File: src/rtl/ecg_usb_regs_pkg.sv
// Shared register-map constants and decode types for the ECG USB control
// register bank.
package ecg_usb_regs_pkg;

  localparam int unsigned DATA_W     = 8;
  localparam int unsigned REG_ADDR_W = 14;

  localparam logic [REG_ADDR_W-1:0] ADDR_ID      = 14'h0000;
  localparam logic [REG_ADDR_W-1:0] ADDR_CTRL    = 14'h0001;
  localparam logic [REG_ADDR_W-1:0] ADDR_STATUS  = 14'h0002;
  localparam logic [REG_ADDR_W-1:0] ADDR_CONFIG  = 14'h0003;
  localparam logic [REG_ADDR_W-1:0] ADDR_HSCOUNT = 14'h0004;

  localparam logic [DATA_W-1:0] ID_VALUE = 8'hEC;

  localparam int unsigned CTRL_START_BIT  = 0;
  localparam int unsigned CTRL_RST_BIT    = 1;
  localparam int unsigned CTRL_EN_BIT     = 2;
  localparam int unsigned STATUS_DONE_BIT = 4;
  localparam int unsigned STATUS_BUSY_BIT = 5;
  localparam int unsigned HS_W_ACK_BIT    = 3;

  typedef enum logic [2:0] {
    SEL_NONE,
    SEL_ID,
    SEL_CTRL,
    SEL_STATUS,
    SEL_CONFIG,
    SEL_HSCOUNT
  } reg_sel_e;

endpackage

File: src/rtl/ecg_sync2.sv
// Two-flop synchronizer for slow level signals crossing into the USB clock
// domain; each bit is synchronized independently.
module ecg_sync2 #(
  parameter int unsigned WIDTH = 1
) (
  input  logic             clk,
  input  logic             rst,
  input  logic [WIDTH-1:0] d_i,
  output logic [WIDTH-1:0] q_o
);

  logic [WIDTH-1:0] meta_q;
  logic [WIDTH-1:0] sync_q;

  // NOTE: sequential state uses non-blocking assignments so both stages
  // sample their inputs from before the edge, forming a true two-stage chain.
  always_ff @(posedge clk) begin
    if (rst) begin
      meta_q <= '0;
      sync_q <= '0;
    end else begin
      meta_q <= d_i;
      sync_q <= meta_q;
    end
  end

  assign q_o = sync_q;

endmodule

File: src/rtl/ecg_usb_ctrl_regs.sv
// Register bank behind the CW305 USB front-end: control/config for the ECG
// core, start/reset pulse generation, and synchronized handshake status.
module ecg_usb_ctrl_regs
  import ecg_usb_regs_pkg::*;
#(
  parameter int unsigned pBYTECNT_SIZE = 7,
  parameter int unsigned pADDR_WIDTH   = 21,
  parameter int unsigned pRST_CYCLES   = 16
) (
  input  logic                                 usb_clk,
  input  logic                                 rst,
  input  logic [pADDR_WIDTH-pBYTECNT_SIZE-1:0] reg_address,
  input  logic [pBYTECNT_SIZE-1:0]             reg_bytecnt,
  input  logic [7:0]                           reg_datai,
  output logic [7:0]                           reg_datao,
  input  logic                                 reg_read,
  input  logic                                 reg_write,
  input  logic                                 reg_addrvalid,
  input  logic [3:0]                           hs_status,
  input  logic                                 core_done,
  output logic                                 core_start,
  output logic                                 core_rst,
  output logic                                 core_en,
  output logic [31:0]                          core_cfg
);

  localparam int unsigned RA_W = pADDR_WIDTH - pBYTECNT_SIZE;
  localparam int unsigned RC_W = $clog2(pRST_CYCLES + 1);
  localparam logic [RC_W-1:0] RST_LOAD = RC_W'(pRST_CYCLES);

  logic [4:0] async_in;
  logic [4:0] sync_out;
  logic [3:0] hs_sync;
  logic       done_sync;

  assign async_in = {core_done, hs_status};

  ecg_sync2 #(.WIDTH(5)) u_sync (
    .clk (usb_clk),
    .rst (rst),
    .d_i (async_in),
    .q_o (sync_out)
  );

  assign hs_sync   = sync_out[3:0];
  assign done_sync = sync_out[4];

  logic             w_ack_dly_q, done_dly_q;
  logic             start_q, start_d;
  logic             en_q, en_d;
  logic [RC_W-1:0]  rst_cnt_q, rst_cnt_d;
  logic             done_sticky_q, done_sticky_d;
  logic [31:0]      cfg_q, cfg_d;
  logic [15:0]      hs_cnt_q, hs_cnt_d;
  logic [15:0]      snap_q, snap_d;
  logic [7:0]       datao_q, datao_d;

  reg_sel_e sel;
  logic     byte0, byte1, cfg_byte_ok;
  logic     wr_en, rd_en;
  logic     wr_ctrl, wr_status, wr_cfg, wr_hs;
  logic     w_ack_rise, done_rise;
  logic     rst_busy;

  assign w_ack_rise = hs_sync[HS_W_ACK_BIT] & ~w_ack_dly_q;
  assign done_rise  = done_sync & ~done_dly_q;
  assign rst_busy   = (rst_cnt_q != '0);

  // NOTE: every signal written in always_comb gets a default first, so no
  // path through the case/if structure can leave it unassigned (no latches).
  always_comb begin
    sel = SEL_NONE;
    if (reg_addrvalid) begin
      case (reg_address)
        RA_W'(ADDR_ID):      sel = SEL_ID;
        RA_W'(ADDR_CTRL):    sel = SEL_CTRL;
        RA_W'(ADDR_STATUS):  sel = SEL_STATUS;
        RA_W'(ADDR_CONFIG):  sel = SEL_CONFIG;
        RA_W'(ADDR_HSCOUNT): sel = SEL_HSCOUNT;
        default:             sel = SEL_NONE;
      endcase
    end
  end

  assign byte0       = (reg_bytecnt == '0);
  assign byte1       = (reg_bytecnt == pBYTECNT_SIZE'(1));
  assign cfg_byte_ok = (reg_bytecnt < pBYTECNT_SIZE'(4));
  assign wr_en       = reg_write & reg_addrvalid;
  assign rd_en       = reg_read & reg_addrvalid;
  assign wr_ctrl     = wr_en & (sel == SEL_CTRL) & byte0;
  assign wr_status   = wr_en & (sel == SEL_STATUS) & byte0;
  assign wr_cfg      = wr_en & (sel == SEL_CONFIG) & cfg_byte_ok;
  assign wr_hs       = wr_en & (sel == SEL_HSCOUNT);

  always_comb begin
    en_d          = en_q;
    start_d       = 1'b0;
    rst_cnt_d     = rst_cnt_q;
    done_sticky_d = done_sticky_q;
    cfg_d         = cfg_q;
    hs_cnt_d      = hs_cnt_q;
    snap_d        = snap_q;

    if (wr_ctrl) begin
      en_d = reg_datai[CTRL_EN_BIT];
    end

    // A reset request, or a reset already in progress, swallows any start.
    start_d = wr_ctrl & reg_datai[CTRL_START_BIT] & ~reg_datai[CTRL_RST_BIT] & ~rst_busy;

    if (wr_ctrl && reg_datai[CTRL_RST_BIT]) begin
      rst_cnt_d = RST_LOAD;
    end else if (rst_busy) begin
      rst_cnt_d = rst_cnt_q - 1'b1;
    end

    if (done_rise) begin
      done_sticky_d = 1'b1;
    end else if (wr_status && reg_datai[STATUS_DONE_BIT]) begin
      done_sticky_d = 1'b0;
    end

    if (wr_cfg) begin
      cfg_d[8*int'(reg_bytecnt[1:0]) +: 8] = reg_datai;
    end

    if (wr_hs) begin
      hs_cnt_d = '0;
    end else if (w_ack_rise && hs_cnt_q != 16'hFFFF) begin
      hs_cnt_d = hs_cnt_q + 16'd1;
    end

    // Reading the low byte freezes the whole count so the high byte matches.
    if (rd_en && sel == SEL_HSCOUNT && byte0) begin
      snap_d = hs_cnt_q;
    end
  end

  always_comb begin
    datao_d = '0;
    case (sel)
      SEL_ID:      if (byte0) datao_d = ID_VALUE;
      SEL_CTRL:    if (byte0) datao_d[CTRL_EN_BIT] = en_q;
      SEL_STATUS:  if (byte0) datao_d = {2'b00, rst_busy, done_sticky_q, hs_sync};
      SEL_CONFIG:  if (cfg_byte_ok) datao_d = cfg_q[8*int'(reg_bytecnt[1:0]) +: 8];
      SEL_HSCOUNT: begin
        if (byte0)      datao_d = hs_cnt_q[7:0];
        else if (byte1) datao_d = snap_q[15:8];
      end
      default:     datao_d = '0;
    endcase
  end

  // NOTE: every flop here, including the snapshot and counters, has a reset
  // value; the bank is small and software expects a known state after reset.
  always_ff @(posedge usb_clk) begin
    if (rst) begin
      w_ack_dly_q   <= 1'b0;
      done_dly_q    <= 1'b0;
      start_q       <= 1'b0;
      en_q          <= 1'b0;
      rst_cnt_q     <= '0;
      done_sticky_q <= 1'b0;
      cfg_q         <= '0;
      hs_cnt_q      <= '0;
      snap_q        <= '0;
      datao_q       <= '0;
    end else begin
      w_ack_dly_q   <= hs_sync[HS_W_ACK_BIT];
      done_dly_q    <= done_sync;
      start_q       <= start_d;
      en_q          <= en_d;
      rst_cnt_q     <= rst_cnt_d;
      done_sticky_q <= done_sticky_d;
      cfg_q         <= cfg_d;
      hs_cnt_q      <= hs_cnt_d;
      snap_q        <= snap_d;
      datao_q       <= datao_d;
    end
  end

  assign reg_datao  = datao_q;
  assign core_start = start_q;
  assign core_rst   = rst_busy;
  assign core_en    = en_q;
  assign core_cfg   = cfg_q;

endmodule

File: config.mk
export PLATFORM = sky130hd
export DESIGN_NAME = ecg_usb_ctrl_regs
export DESIGN_NICKNAME = d
export VERILOG_FILES = /design/src/rtl/ecg_usb_regs_pkg.sv /design/src/rtl/ecg_sync2.sv /design/src/rtl/ecg_usb_ctrl_regs.sv
export SDC_FILE = /design/constraint.sdc
export NUM_CORES = 1
export LEC_CHECK = 0
export CORE_MARGIN = 1
export CORE_UTILIZATION = 30
export DETAILED_ROUTE_END_ITERATION = 8
export PLACE_DENSITY = 0.58
export SYNTH_ARGS = -nofsm -noshare
export SYNTH_HDL_FRONTEND = slang
export SYNTH_SLANG_ARGS = --single-unit
export TNS_END_PERCENT = 5
File: constraint.sdc
create_clock -name usb_clk -period 2.42 [get_ports usb_clk]
set_clock_uncertainty 0.2 [all_clocks]
set_input_delay 0.484 -clock usb_clk [delete_from_list [all_inputs] [get_ports usb_clk]]
set_output_delay 0.484 -clock usb_clk [all_outputs]
set_load 0.03 [all_outputs]
Word level (Yosys, flattened, before mapping)
Index checks and enable logic that the tools add are counted.
{"block": "totals", "latchBits": 0, "register_bits": 92, "ramBits": 0, "mem_count": 0, "wordCells": 77, "input_bits": 39, "mem_bits_ro": 0}
{"block": "classes", "n_addsub": 3, "muxes": 16, "multipliers": 0, "bitwise_logic": 18, "n_eq_ne": 11, "shifts": 3, "n_div": 0, "reduce_logical": 12, "n_lt_le_gt_ge": 1}
{"cell": "negator 5 -> 33 bit", "n": 1}
{"cell": "variable shift 8 x 33 -> 32 bit, first input constant", "n": 1}
{"cell": "variable part select 8 x 33 -> 32 bit", "n": 1}
{"cell": "bitwise mux 32 bit", "n": 1}
{"cell": "two-way mux 8 bit", "n": 4}
{"cell": "variable part select 32 x 6 -> 8 bit", "n": 1}
{"cell": "== test 14 x 2 -> 1 bit, second input constant", "n": 2}
{"cell": "case mux 5 bit (4 select lines)", "n": 1}
{"cell": "adder 16 x 1 -> 16 bit, second input constant", "n": 1}
{"cell": "!= test 16 bit, second input constant", "n": 1}
{"cell": "case mux 3 bit (5 select lines)", "n": 1}
{"cell": "AND 1 bit", "n": 14}
{"cell": "== test 14 x 1 -> 1 bit, second input constant", "n": 1}
{"cell": "== test 14 x 3 -> 1 bit, second input constant", "n": 1}
{"cell": "logical NOT 14 bit", "n": 1}
{"cell": "two-way mux 5 bit", "n": 2}
{"cell": "case mux 2 bit (4 select lines)", "n": 1}
{"cell": "== test 7 x 1 -> 1 bit, second input constant", "n": 1}
{"cell": "logical NOT 7 bit", "n": 1}
{"cell": "< comparator 7 x 3 -> 1 bit, second input constant", "n": 1}
{"cell": "== test 3 x 2 -> 1 bit, second input constant", "n": 2}
{"cell": "== test 3 bit, second input constant", "n": 2}
{"cell": "two-way mux 6 bit", "n": 1}
{"cell": "logical AND 1 bit", "n": 5}
{"cell": "9 further kinds", "n": 16}

Logic depth before layout (Yosys ltp)
{"block": "depth", "depth_word": 9, "mapped_depth": 9, "ltp_nobuf": 7}

Cells and area by module
Synthesis repeated with hierarchy kept, for this count alone.
{"block": "hier_totals", "hier_cells": 463, "hier_area_um2": 4052.6}
{"mod": "ecg_usb_ctrl_regs", "instances": 1, "cells_per_inst": 443, "area_each_um2": 3789.9}
{"mod": "ecg_sync2", "instances": 1, "cells_per_inst": 20, "area_each_um2": 262.8}

Worst setup path before layout
OpenSTA, ideal clock, no wires.
{"block": "synth_path", "path_kind": "input to register", "startpoint": "input reg_bytecnt[1]", "endpoint": "register cfg_q[19] (netlist: core_cfg[19])", "path_slack_ns": -0.162, "path_buffers": 2, "arrival_time_ns": 2.312, "path_stages": 8, "cell_sequence": "clkbuf_1 -> inv_1 -> ha_1 -> clkbuf_1 -> nor3b_1 -> nand2_1 -> or2_2 -> a21oi_1"}
{"block": "synth_via", "elab_chain_len": 3, "word_cells_on_any_way": 6, "classes_between": "1 x add/sub; 1 x order compare; 2 x shift; 1 x mux; 1 x bitwise"}
{"element": "start, declared", "line_no": "ecg_usb_ctrl_regs.sv:13", "rtl": "input logic [pBYTECNT_SIZE-1:0] reg_bytecnt,"}
{"element": "negator 5 -> 33 bit", "line_no": "ecg_usb_ctrl_regs.sv:124", "rtl": "cfg_d[8*int'(reg_bytecnt[1:0]) +: 8] = reg_datai;"}
{"element": "variable part select 8 x 33 -> 32 bit or variable shift 8 x 33 -> 32 bit (tied branches)", "line_no": "ecg_usb_ctrl_regs.sv:124"}
{"element": "bitwise mux 32 bit", "line_no": "ecg_usb_ctrl_regs.sv:124"}
{"element": "end signal, assigned", "line_no": "ecg_usb_ctrl_regs.sv:175", "rtl": "cfg_q <= cfg_d;"}
{"element": "end, declared", "line_no": "ecg_usb_ctrl_regs.sv:53", "rtl": "logic [31:0] cfg_q, cfg_d;"}
Several ways; a longest one is shown, not always the timed one.
A chain may end at the register's enable or synchronous reset.

Final worst setup path
{"block": "layout_path", "startpoint": "input reg_address[4]", "endpoint": "register datao_q[6] (netlist: reg_datao[6])"}
{"block": "layout_via", "elab_chain_len": 5, "word_cells_on_any_way": 12, "classes_between": "8 x eq/ne; 3 x mux; 1 x reduce/logical"}
{"element": "start, declared", "line_no": "ecg_usb_ctrl_regs.sv:12", "rtl": "input logic [pADDR_WIDTH-pBYTECNT_SIZE-1:0] reg_address,"}
{"element": "== test 14 x 3 -> 1 bit (tied with other cells)", "line_no": "ecg_usb_ctrl_regs.sv:74", "rtl": "case (reg_address)"}
{"element": "case mux 3 bit (5 select lines) *", "line_no": "ecg_usb_ctrl_regs.sv:74"}
{"element": "two-way mux 3 bit *", "line_no": "ecg_usb_ctrl_regs.sv:73", "rtl": "if (reg_addrvalid) begin"}
{"element": "== test 3 bit (tied with other cells)", "line_no": "ecg_usb_ctrl_regs.sv:141", "rtl": "case (sel)"}
{"element": "case mux 5 bit (4 select lines) *", "line_no": "ecg_usb_ctrl_regs.sv:141"}
{"element": "end signal, assigned", "line_no": "ecg_usb_ctrl_regs.sv:178", "rtl": "datao_q <= datao_d;"}
{"element": "end, declared", "line_no": "ecg_usb_ctrl_regs.sv:56", "rtl": "logic [7:0] datao_q, datao_d;"}
Mark *: on every way between the ends. The rest lies on a longest branch, timed or not.

==> results.toml <==
[global_routing]
grt_use_total_pct = 18.20
grt_pass1_vias = 3921
grt_pass1_wl_um = 19680
gr-total-overflow = 0
grt_antenna_before_repair = 1
grt_max_degree = 21

[cts]
ctsHoldBuffers = 0
clock_latency_ps = 340
cts_tree = "yes"
clkSinkCount = 84
cts.clk_slew.worst_paths_ps = 60
h-tree-depth = 3
clk_path_buf_depth = 2
cts_buffers = 9
cts_root_buf = "clkbuf_16"

[synthesis]
synth-edff-count = 0
synth-simple-area-share_pct = 31.62
synthCells = 483
ys.flop_type = "dfxtp_1"
yosys.area.top_type = "dfxtp_1"
avgSynthCellArea_um2 = 8.429
synth_compound_area_share_pct = 11.40
synthArstFlopShare_pct = 0
seq_area_frac_synth_pct = 41.30
synth_xor_area_share_pct = 2.581
synth_area_leaders = "dfxtp_1, nand2_1, a21oi_1"
synth_top_family_by_area = "simple AND/OR/NAND/NOR gates"
yosysWarnings = 0
synth_top_area_share_pct = 41.30
synthAdderAreaFrac_pct = 2.459
syn-num-nets = 530
ys_ff_latch = 84
netlist_area_um2 = 4071
muxShareOfSynthArea_pct = 7.376
synth.distinct_cells = 45

[layout]
fin_util_pct = 46.92
fin_area_um2 = 6213
final_layout_size_suffix_gt1_share_pct = 28.41
area_growth_pct = 52.61
diodes = 0
nFillCells = 1255
mostFrequentLayoutCells = "nand2_1, dfxtp_1, clkdlybuf4s50_1, buf_4, nor2_1"
layout_commonest_cell = "nand2_1"
fin_nets = 672

[timing]
finalSetupViolCount = 0
period_needed_ps = 2413
worst_pin_slew_ps = 530.4
post-route-period-util_pct = 99.71
slew_violations = 0
holdWs_ps = 236.9
hold_viol = 0
fin_tns_setup_ps = 0
rsz0062_at_grt = "true"
fmax_mhz = 414.4
slew_headroom_pct = 64.48

[route]
drtIter0Drc = 235
drtAntennaViolNets = 0
drc = 0
vias_per_cell = 4.945
routed_wl_um = 13310
wire_per_inst_um = 16.51
vias = 3986
first_pass_iters = 5

[power_and_ir_drop]
powerDensity_nw_per_um2 = 584.0
internal_power_w = 0.002707
p_sw_share_pct = 25.40
total_power_w = 0.003629
vdd_drop_max_mv = 0.3656
p_clk_share_pct = 43.6
power_frac_comb_pct = 15.8
switchingPower_w = 0.0009216
seq_power_share_pct = 40.6
p_leak_nw = 2.161

[floorplan]
start_util_pct = 30.74
row_count = 42
ios = 82
fp.dieArea_um2 = 14040
die-width_um = 118.5
core_area_um2 = 13240
die_y_um = 118.5

[run]
maxCapViolations = 0

[worst_setup_path]
start_kind = "input pin"
critical_path_class = "input pin to flop"
rrSetupSlack_ps = 540
critical_path_required_ps = 2480
endpoint_kind = "flop"
crit_arrival_ps = 2480
path_max_fanout = 8

[run_status]
status = "completed"

[hold_path]
hold_path.class = "flop to flop"

[placed_design]
routabilityCongestion = 0.8685
hpwl_um = 9329
postPlaceCellArea_um2 = 5460
io_buffers = 81
-- cell families (layout without fill, tap and decap cells) --
logic type | after synthesis | in the layout
and+or+nand+nor | 247 | 247
buffers and inverters | 34 | 181
AOI/OAI and AO/OA | 78 | 78
xor gates and xnor gates | 12 | 12
adders and majority gates | 8 | 8
DFF | 84 | 84
muxes | 20 | 20
-- critical path: stages --
cell	delay (ps)
dlygate4sd2_1	230
or4_4	560
buf_4	160
a2111oi_2	330
buf_4	230
nor2_1	60
a211o_1	260
a21oi_1	160
-- cells in the mapped netlist, types with 5 or more instances --
cell       n
dfxtp_1   84
nor2b_1   15
nor2_1    42
a21oi_1   47
nand3_1   10
mux4_2     8
o21ai_0    9
ha_1       8
nand2_1   91
xnor2_1   11
inv_1     12
mux2i_1   12
nor4_1     7
nor3_1     7
or2_2     30
nand4_1    9
clkbuf_1  17
nor3b_1    5
o211ai_1   5
-- power by group through the flow --
| stage | combinational [W] | sequential (W) | clock, W |
|---|---|---|---|
| 3_3_place_gp | 0.000547 | 0.00150 | 0 |
| 3_5_place_dp | 0.000559 | 0.00150 | 0 |
| 6_report | 0.000574 | 0.00147 | 0.00158 |
| 2_1_floorplan | 0.000316 | 0.00149 | 0 |
| 5_1_grt | 0.000629 | 0.00148 | 0.00167 |
| 4_1_cts | 0.000563 | 0.00147 | 0.00161 |
-- stage by stage --
step | worst slack (ps) | cells
3_5_place_dp | -682.4 | 775
2_1_floorplan | -162.5 | 483
4_1_cts | 2.390 | 792
6_report | 7.101 | 806
5_1_grt | -34.28 | 806
3_3_place_gp | -655.9 | 775
-- path summary, 6_finish.rpt --
| kind | startpoint | endpoint | cells past startpoint |
|---|---|---|---|
| max | reg_address[4] | reg_datao[6]$_SDFF_PP0_ | 8 |
| min | u_sync.meta_q[4]$_SDFF_PP0_ | u_sync.q_o[4]$_SDFF_PP0_ | 1 |
| max reg2reg | hs_cnt_q[3]$_SDFFE_PP0P_ | hs_cnt_q[6]$_SDFFE_PP0P_ | 5 |
| min reg2reg | u_sync.meta_q[4]$_SDFF_PP0_ | u_sync.q_o[4]$_SDFF_PP0_ | 1 |
-- area by class of cell --
class	count	area, um2	area share (%)
Sequential cell	84	1682	27.06
Timing Repair Buffer	153	1395	22.45
Multi-Input combinational cell	365	2531	40.74
Inverter	12	45.04	0.7249
Tap cell	176	220.2	3.544
Clock buffer	10	229.0	3.685
Clock inverter	6	111.4	1.792
-- routing by layer --
layer  GRT usage [%]  vias to the layer above  wire, um
li1                -                     1957         -
met1           21.39                     1888      5571
met2           31.69                      125      6649
met3           6.226                       14       931
met5               0                        -        12
met4           4.351                        2       142
-- registers in the layout, indices dropped and copies added, names as in the netlist, 5 cells and up --
signal,count
core_cfg,32
u_sync.meta_q,5
hs_cnt_q,16
u_sync.q_o,5
snap_q,8
reg_datao,8
rst_cnt_q,5
-- repair_timing --
action,4_1_cts,5_1_grt
endpoints found under the setup margin,56,46
resized for setup,33,76
buffers inserted,1,10
pin swaps,7,29
cloned,0,4
Note: power is estimated with default switching activity, not from simulation.
